`src/rtl/alu_pkg.sv`:
```
// Shared ALU opcode definitions used by the ALU control decode and the execute pipe.
package alu_pkg;

    localparam int unsigned ALU_OP_W = 3;

    typedef logic [ALU_OP_W-1:0] alu_op_t;

    localparam alu_op_t ALU_AND = 3'b000;
    localparam alu_op_t ALU_OR  = 3'b001;
    localparam alu_op_t ALU_ADD = 3'b010;
    localparam alu_op_t ALU_SUB = 3'b110;
    localparam alu_op_t ALU_SLT = 3'b111;

    // True for the five defined opcodes; 011, 100 and 101 are reserved.
    function automatic logic is_legal_op(input alu_op_t op);
        case (op)
            ALU_AND, ALU_OR, ALU_ADD, ALU_SUB, ALU_SLT: return 1'b1;
            default:                                   return 1'b0;
        endcase
    endfunction

endpackage

```
`src/rtl/alu_core.sv`:
```
// Combinational ALU datapath: op/a/b to result, zero and illegal flags.
module alu_core
    import alu_pkg::*;
#(
    parameter int unsigned W = 32
) (
    input  alu_op_t        op,
    input  logic [W-1:0]   a,
    input  logic [W-1:0]   b,
    output logic [W-1:0]   result_c,
    output logic           zero_c,
    output logic           illegal_c
);

    // Operation select; SLT uses a true signed compare so overflow cannot flip it.
    always_comb begin
        result_c = '0;
        case (op)
            ALU_AND: result_c = a & b;
            ALU_OR:  result_c = a | b;
            ALU_ADD: result_c = a + b;
            ALU_SUB: result_c = a - b;
            ALU_SLT: result_c = W'($signed(a) < $signed(b));
            default: result_c = '0;
        endcase
    end

    assign zero_c    = (result_c == '0);
    assign illegal_c = !is_legal_op(op);

endmodule

```
`src/rtl/alu_exec_pipe.sv`:
```
// Two-stage ALU execute pipe with valid/ready handshakes on both sides.
module alu_exec_pipe
    import alu_pkg::*;
#(
    parameter int unsigned W     = 32,
    parameter int unsigned TAG_W = 4
) (
    input  logic             clk,
    input  logic             rst,
    input  logic             in_valid,
    output logic             in_ready,
    input  alu_op_t          in_alu_op,
    input  logic [W-1:0]     in_a,
    input  logic [W-1:0]     in_b,
    input  logic [TAG_W-1:0] in_tag,
    output logic             out_valid,
    input  logic             out_ready,
    output logic [W-1:0]     out_result,
    output logic             out_zero,
    output logic             out_illegal,
    output logic [TAG_W-1:0] out_tag
);

    logic             s1_valid;
    alu_op_t          s1_op;
    logic [W-1:0]     s1_a;
    logic [W-1:0]     s1_b;
    logic [TAG_W-1:0] s1_tag;

    logic             s2_adv;
    logic             s1_load;
    logic [W-1:0]     core_result;
    logic             core_zero;
    logic             core_illegal;

    // S2 can take new data when empty or when its current result is leaving.
    assign s2_adv   = !out_valid || out_ready;
    assign in_ready = (!s1_valid || s2_adv) && !rst;
    assign s1_load  = in_valid && in_ready;

    alu_core #(
        .W (W)
    ) u_core (
        .op        (s1_op),
        .a         (s1_a),
        .b         (s1_b),
        .result_c  (core_result),
        .zero_c    (core_zero),
        .illegal_c (core_illegal)
    );

    // S1 operand register: load on accept, otherwise drain into S2 when it advances.
    always_ff @(posedge clk) begin
        if (rst) begin
            s1_valid <= 1'b0;
            s1_op    <= '0;
            s1_a     <= '0;
            s1_b     <= '0;
            s1_tag   <= '0;
        end else if (s1_load) begin
            s1_valid <= 1'b1;
            s1_op    <= in_alu_op;
            s1_a     <= in_a;
            s1_b     <= in_b;
            s1_tag   <= in_tag;
        end else if (s2_adv) begin
            s1_valid <= 1'b0;
        end
    end

    // S2 result register: holds while stalled, captures ALU output when S1 moves up.
    always_ff @(posedge clk) begin
        if (rst) begin
            out_valid   <= 1'b0;
            out_result  <= '0;
            out_zero    <= 1'b0;
            out_illegal <= 1'b0;
            out_tag     <= '0;
        end else if (s2_adv) begin
            out_valid <= s1_valid;
            if (s1_valid) begin
                out_result  <= core_result;
                out_zero    <= core_zero;
                out_illegal <= core_illegal;
                out_tag     <= s1_tag;
            end
        end
    end

endmodule

```
`config.mk`:
```
export PLATFORM = sky130hd
export DESIGN_NAME = alu_exec_pipe
export DESIGN_NICKNAME = d
export VERILOG_FILES = /design/src/rtl/alu_pkg.sv /design/src/rtl/alu_core.sv /design/src/rtl/alu_exec_pipe.sv
export SDC_FILE = /design/constraint.sdc
export NUM_CORES = 1
export LEC_CHECK = 0
export CAP_MARGIN = 25
export CELL_PAD_IN_SITES_DETAIL_PLACEMENT = 1
export CELL_PAD_IN_SITES_GLOBAL_PLACEMENT = 2
export CORE_MARGIN = 4
export CORE_UTILIZATION = 30
export CTS_BUF_LIST = sky130_fd_sc_hd__clkbuf_8 sky130_fd_sc_hd__clkbuf_16
export DETAILED_ROUTE_END_ITERATION = 7
export GPL_ROUTABILITY_DRIVEN = 1
export HOLD_SLACK_MARGIN = 0.03
export MAX_ROUTING_LAYER = met4
export PLACE_DENSITY = 0.75
export SKIP_LAST_GASP = 1
export SYNTH_ARGS = -nofsm -noshare
export SYNTH_HDL_FRONTEND = slang
export SYNTH_SLANG_ARGS = --single-unit
export TNS_END_PERCENT = 20
```
`constraint.sdc`:
```
create_clock -name clk -period 4.15 [get_ports clk]
set_input_delay 1.245 -clock clk [delete_from_list [all_inputs] [get_ports clk]]
set_output_delay 1.245 -clock clk [all_outputs]
set_load 0.01 [all_outputs]
```
; ---- Word-level counts from Yosys, hierarchy flattened
; Cells that the tools add are included.
[op_classes]
n_eq_ne = 4
bitwise = 2
reduce_logical = 13
add_sub_neg = 2
n_lt_le_gt_ge = 1
muxes = 4
[ops]
columns = op, n
row1 = $pmux 32 s5, 1
row2 = $add 32x32->32, 1
row3 = $and 32x32->32, 1
row4 = $logic_not 32->1, 1
row5 = $lt 32x32->1, 1
row6 = $or 32x32->32, 1
row7 = $sub 32x32->32, 1
row8 = $eq 3x3->1 const B, 2
row9 = $reduce_or 5->1, 1
row10 = $logic_not 1->1, 4
row11 = $eq 3x1->1 const B, 1
row12 = $eq 3x2->1 const B, 1
row13 = $logic_not 3->1, 1
row14 = $mux 1, 3
row15 = $logic_and 1x1->1, 2
row16 = $logic_or 1x1->1, 2
row17 = $reduce_and 2->1, 1
row18 = $reduce_bool 2->1, 1
[word_totals]
register_bits = 111
inputBits = 75
word_cells = 36

; ---- Longest topological paths before layout
[depth]
ltp_word = 6
depth_mapped = 15
mapped_depth_nobuf = 15

; ---- Cells and area by module
; Synthesis repeated with hierarchy kept, for this count alone.
[unflattened]
hier_cells = 1239
area_unflattened_um2 = 10341.2
[by_module_without_submodules]
columns = module, seq_area_each_um2, instances, area_each_um2, cells_each
row1 = alu_core, 0.0, 1, 5699.2, 827
row2 = alu_exec_pipe, 2222.1, 1, 4642.0, 412

; ---- Worst setup path before layout
; OpenSTA, ideal clock, no wires.
[synth_path]
path_type = reg2reg
start = register s1_a[0]
end = register out_zero
setup_time_ps = 96
synth_period_minus_slack_ps = 3239
path_slack_ps = 911
path_buffers = 0
stages_incl_launch_ff = 16
t_arrival_ps = 3143
cell_sequence = dfxtp_1 > inv_1 > ha_1 > inv_1 > fa_1 > nor2b_1 > o211ai_1 > a21boi_2 > o21ai_2 > a21o_1 > nor2_1 > a41o_1 > or4b_1 > nor4b_2 > nand4_1 > o41ai_2
[synth_between]
elab_chain_len = 3
word_cells_on_any_way = 7
[synth_lines]
columns = element, line_no
row1 = "start, declared", alu_exec_pipe.sv:26  ; logic [W-1:0] s1_a;
row2 = "start signal, assigned", alu_exec_pipe.sv:63  ; s1_a <= in_a;
row3 = $sub 32x32->32 (tied with other cells), alu_core.sv:22  ; ALU_SUB: result_c = a - b;
row4 = $pmux 32 s5 (*), alu_core.sv:18  ; case (op)
row5 = $logic_not 32->1 (*), alu_core.sv:28  ; assign zero_c = (result_c == '0);
row6 = "end signal, assigned", alu_exec_pipe.sv:83  ; out_zero <= core_zero;
row7 = "end, declared", alu_exec_pipe.sv:19  ; output logic out_zero,
; Every way passes the cells marked *; elsewhere a longest branch is shown, timed or not.
; A chain may end at the register's enable or synchronous reset.

; ---- Final worst setup path
[layout_path]
start = input port out_ready
end = output port in_ready
[layout_between]
elab_chain_len = 3
[layout_lines]
columns = element, line_no
row1 = "start, declared", alu_exec_pipe.sv:17  ; input logic out_ready,
row2 = $logic_or 1x1->1, alu_exec_pipe.sv:37  ; assign s2_adv = !out_valid || out_ready;
row3 = $logic_or 1x1->1, alu_exec_pipe.sv:38  ; assign in_ready = (!s1_valid || s2_adv) && !rst;
row4 = $logic_and 1x1->1, alu_exec_pipe.sv:38
row5 = "end, declared", alu_exec_pipe.sv:11  ; output logic in_ready,
; Every way passes these cells.

==> metrics.txt <==
status=finished, final reports clean; share of layout cells above drive strength 1=0.06708; Final Non-Filler Cells=about 1700; CORE AREA=roughly 0.030 mm²; Horiz. Die Dim=approximately 180 µm; vias in the first global route=between 9000 and 10000; drt wl/cell=20.16 µm; hold wc startpoint=s1_tag[3]; Max Cap Viol=0; YS warnings=0; # IOs=between 100 and 150; final-stage net count=between 1000 and 1500; final core occ=0.3683; hpwl dp=about 26000 µm; Setup violations, final=0; worst rel slew slack=0.4365; CP Launch Type=input pin; # port buffers=114; fin area=between 0.01 and 0.015 mm²; later-pin clock latency in the skew report=between 0.3 and 0.4 ns; crit-path max FO=5; Initial DRC Count=between 500 and 600; FFs w/ async S/R, synth=0; crit path DAT=roughly 2.7 ns; post-cts repair resize count=0; critical path data required time=2.90 ns; CTS Sinks=around 110; Leakage=about 4.3 nW; fin crit share=0.9460; routed via count=9140; Power Dens Cells=around 320 mW/mm²; gpl congestion=just over 0.9; WL final=roughly 34000 µm; synthesized instance count=1212; H-tree lvl count=3; final hold vios=0; Worst Setup SP=out_ready; fin. max-slew vios=0; Max VDD drop=slightly above 200 µV; die area=around 0.033 mm²; setup repair after global routing missed its margin=no; CP Capture Type=output port; worst r2r src=s1_a[0]; placed cells=1670; CTS Buffer Depth=2; first-pass GRT wire length=around 53000 µm; total track usage=0.2054; synthesized area per cell=approximately 7.4 µm²; critical path type=in -> out; CTS tree=built; Area growth, synth to finish=21.08%; Least-Margin Pin Slew=around 0.83 ns; drt first pass iters=5; Root Driver=clkbuf_16; residual DRC count=0; Top FF cell, synth=dfxtp_1; GR Overflow Total=0; Post-Syn Area=approximately 0.009 mm²; Post-DP Area=about 0.011 mm²; Post-CTS Setup Inserts=0; Post-DRT Antenna Nets=0; Post-Syn Nets=between 1000 and 1500; Max Clock Freq=~250 MHz; CP max-delay cell=clkdlybuf4s50_1; Clock transition at path regs=0.07 ns; post-synthesis register bit count=111; Initial Util=0.3042; row cnt=between 60 and 70; hold_buf cts=0; CTS buffer count=9; max incr delay on CP=~0.5 ns; Tmin final=3.926 ns; EDFF count, synth=0; DR vias/cell=~5.4; cell repeated most along the worst path=clkdlybuf4s50_1; setup_tns=0 ns; CP Cell Sequence=clkdlybuf4s50_1, nor2b_1, a21oi_1, clkdlybuf4s50_1; sequential-to-total area share from yosys stat=0.2465; Inserted Diodes=0; Netlist cell types=83; pin count of the biggest net entering global routing=57; initial antenna violation count=0; Worst Skew=~0.017 ns; Hold Path Class=reg -> reg; Die Ht=approximately 180 µm
[placed cells by master, fill, tap and decap left out, types with 3 or more instances in the layout]
cell / n
a2111o_1: 4
a211o_1: 5
a211oi_1: 25
a21o_1: 14
a21oi_1: 88
a221oi_1: 7
a31oi_1: 11
a41o_1: 3
and2_1: 4
and3_1: 8
buf_4: 37
clkbuf_16: 9
clkdlybuf4s50_1: 113
dfxtp_1: 111
ha_1: 96
inv_1: 94
mux2i_1: 14
nand2_1: 155
nand2b_1: 5
nand3_1: 29
nand4_1: 11
nor2_1: 109
nor2b_1: 13
nor3_1: 26
nor3b_1: 4
nor4_1: 15
o211a_1: 3
o211ai_1: 19
o21a_1: 7
o21ai_0: 54
o21bai_1: 4
o221ai_1: 3
o22ai_1: 9
o311ai_0: 5
o31a_1: 4
o31ai_1: 79
o41ai_1: 3
or2_2: 4
or3_1: 4
xnor2_1: 24
[stage by stage]
step | worst slack [ns] | hold WS, ns | total power, W
detailed placement | 0.2279 | 0.4486 | 0.002543
floorplan | 0.9112 | 0.4321 | 0.002054
global route | 0.002670 | 0.4821 | 0.003639
CTS | 0.1581 | 0.4590 | 0.003453
global placement | 0.2364 | 0.4412 | 0.002531
finish | 0.2242 | 0.4549 | 0.003445
[final timing paths]
| path | endpoint | slack (ns) | cells after the start |
|---|---|---|---|
| setup / recovery | in_ready | 0.22 | 4 |
| setup reg to reg | out_zero | 0.28 | 16 |
| hold reg to reg | out_tag[3] | 0.45 | 2 |
| hold / removal | out_tag[3] | 0.45 | 2 |
[cell usage after synthesis, types with 5 or more instances]
| library cell | number | area (µm²) |
|---|---|---|
| nand2_1 | 155 | 581.8 |
| dfxtp_1 | 111 | 2222 |
| nor2_1 | 109 | 409.1 |
| ha_1 | 98 | 1226 |
| inv_1 | 94 | 352.8 |
| a21oi_1 | 88 | 440.4 |
| o31ai_1 | 79 | 593.1 |
| clkbuf_1 | 59 | 221.5 |
| o21ai_0 | 54 | 270.3 |
| nand3_1 | 29 | 145.1 |
| nor3_1 | 26 | 130.1 |
| a211oi_1 | 25 | 187.7 |
| xnor2_1 | 24 | 210.2 |
| o211ai_1 | 19 | 142.6 |
| buf_2 | 15 | 75.07 |
| nor4_1 | 15 | 93.84 |
| a21o_1 | 14 | 105.1 |
| mux2i_1 | 14 | 140.1 |
| nor2b_1 | 14 | 87.58 |
| a31oi_1 | 11 | 68.82 |
| nand4_1 | 11 | 68.82 |
| o22ai_1 | 9 | 56.30 |
| and3_1 | 8 | 50.05 |
| a221oi_1 | 7 | 61.31 |
| o21a_1 | 7 | 52.55 |
| buf_1 | 6 | 22.52 |
| a211o_1 | 5 | 43.79 |
| and2_1 | 5 | 31.28 |
| nand2b_1 | 5 | 31.28 |
| o311ai_0 | 5 | 43.79 |
[flip-flops by register name (all words and copies together), names as in the netlist, 3 cells and up]
signal	count
out_result	32
s1_a	32
s1_b	32
s1_tag	4
out_tag	4
s1_op	3
[per-layer routing]
metal	part of all wire	vias up	GRT usage
li1	-	4473	-
met4	0.014	0	0.04203
met2	0.43	248	0.3129
met1	0.50	4392	0.2926
met5	0	-	-
met3	0.051	27	0.02718
[critical path: cells and delay by family]
kind / cells / cell delay, ns
buffers and inverters: 2 / 0.91
AND/OR/NAND/NOR: 1 / 0.34
AO/OA/AOI/OAI: 1 / 0.18
[where the power goes]
group	internal [W]	switching [W]
Combinational	0.000517	0.000830
Clock	0.000435	0.000467
Sequential	0.00114	0.0000541
[cell type report]
type | count | area (µm²)
inverter | 97 | 364.1
tap | 390 | 488.0
fill | 3649 | 18720
timing repair buffer | 153 | 1454
sequential | 111 | 2222
multi-input combinational | 920 | 6097
clock inverter | 6 | 52.55
clock buffer | 10 | 239.0
[kinds of logic after synthesis]
| kind of cell | share of synthesized area |
|---|---|
| DFF | 0.2465 |
| and+or+nand+nor | 0.2029 |
| muxes | 0.01679 |
| xor gates and xnor gates | 0.02429 |
| AOI/OAI and AO/OA | 0.2896 |
| buffers and inverters | 0.07952 |
| adders and majority gates | 0.1404 |
Note: power is estimated with default switching activity, not from simulation.
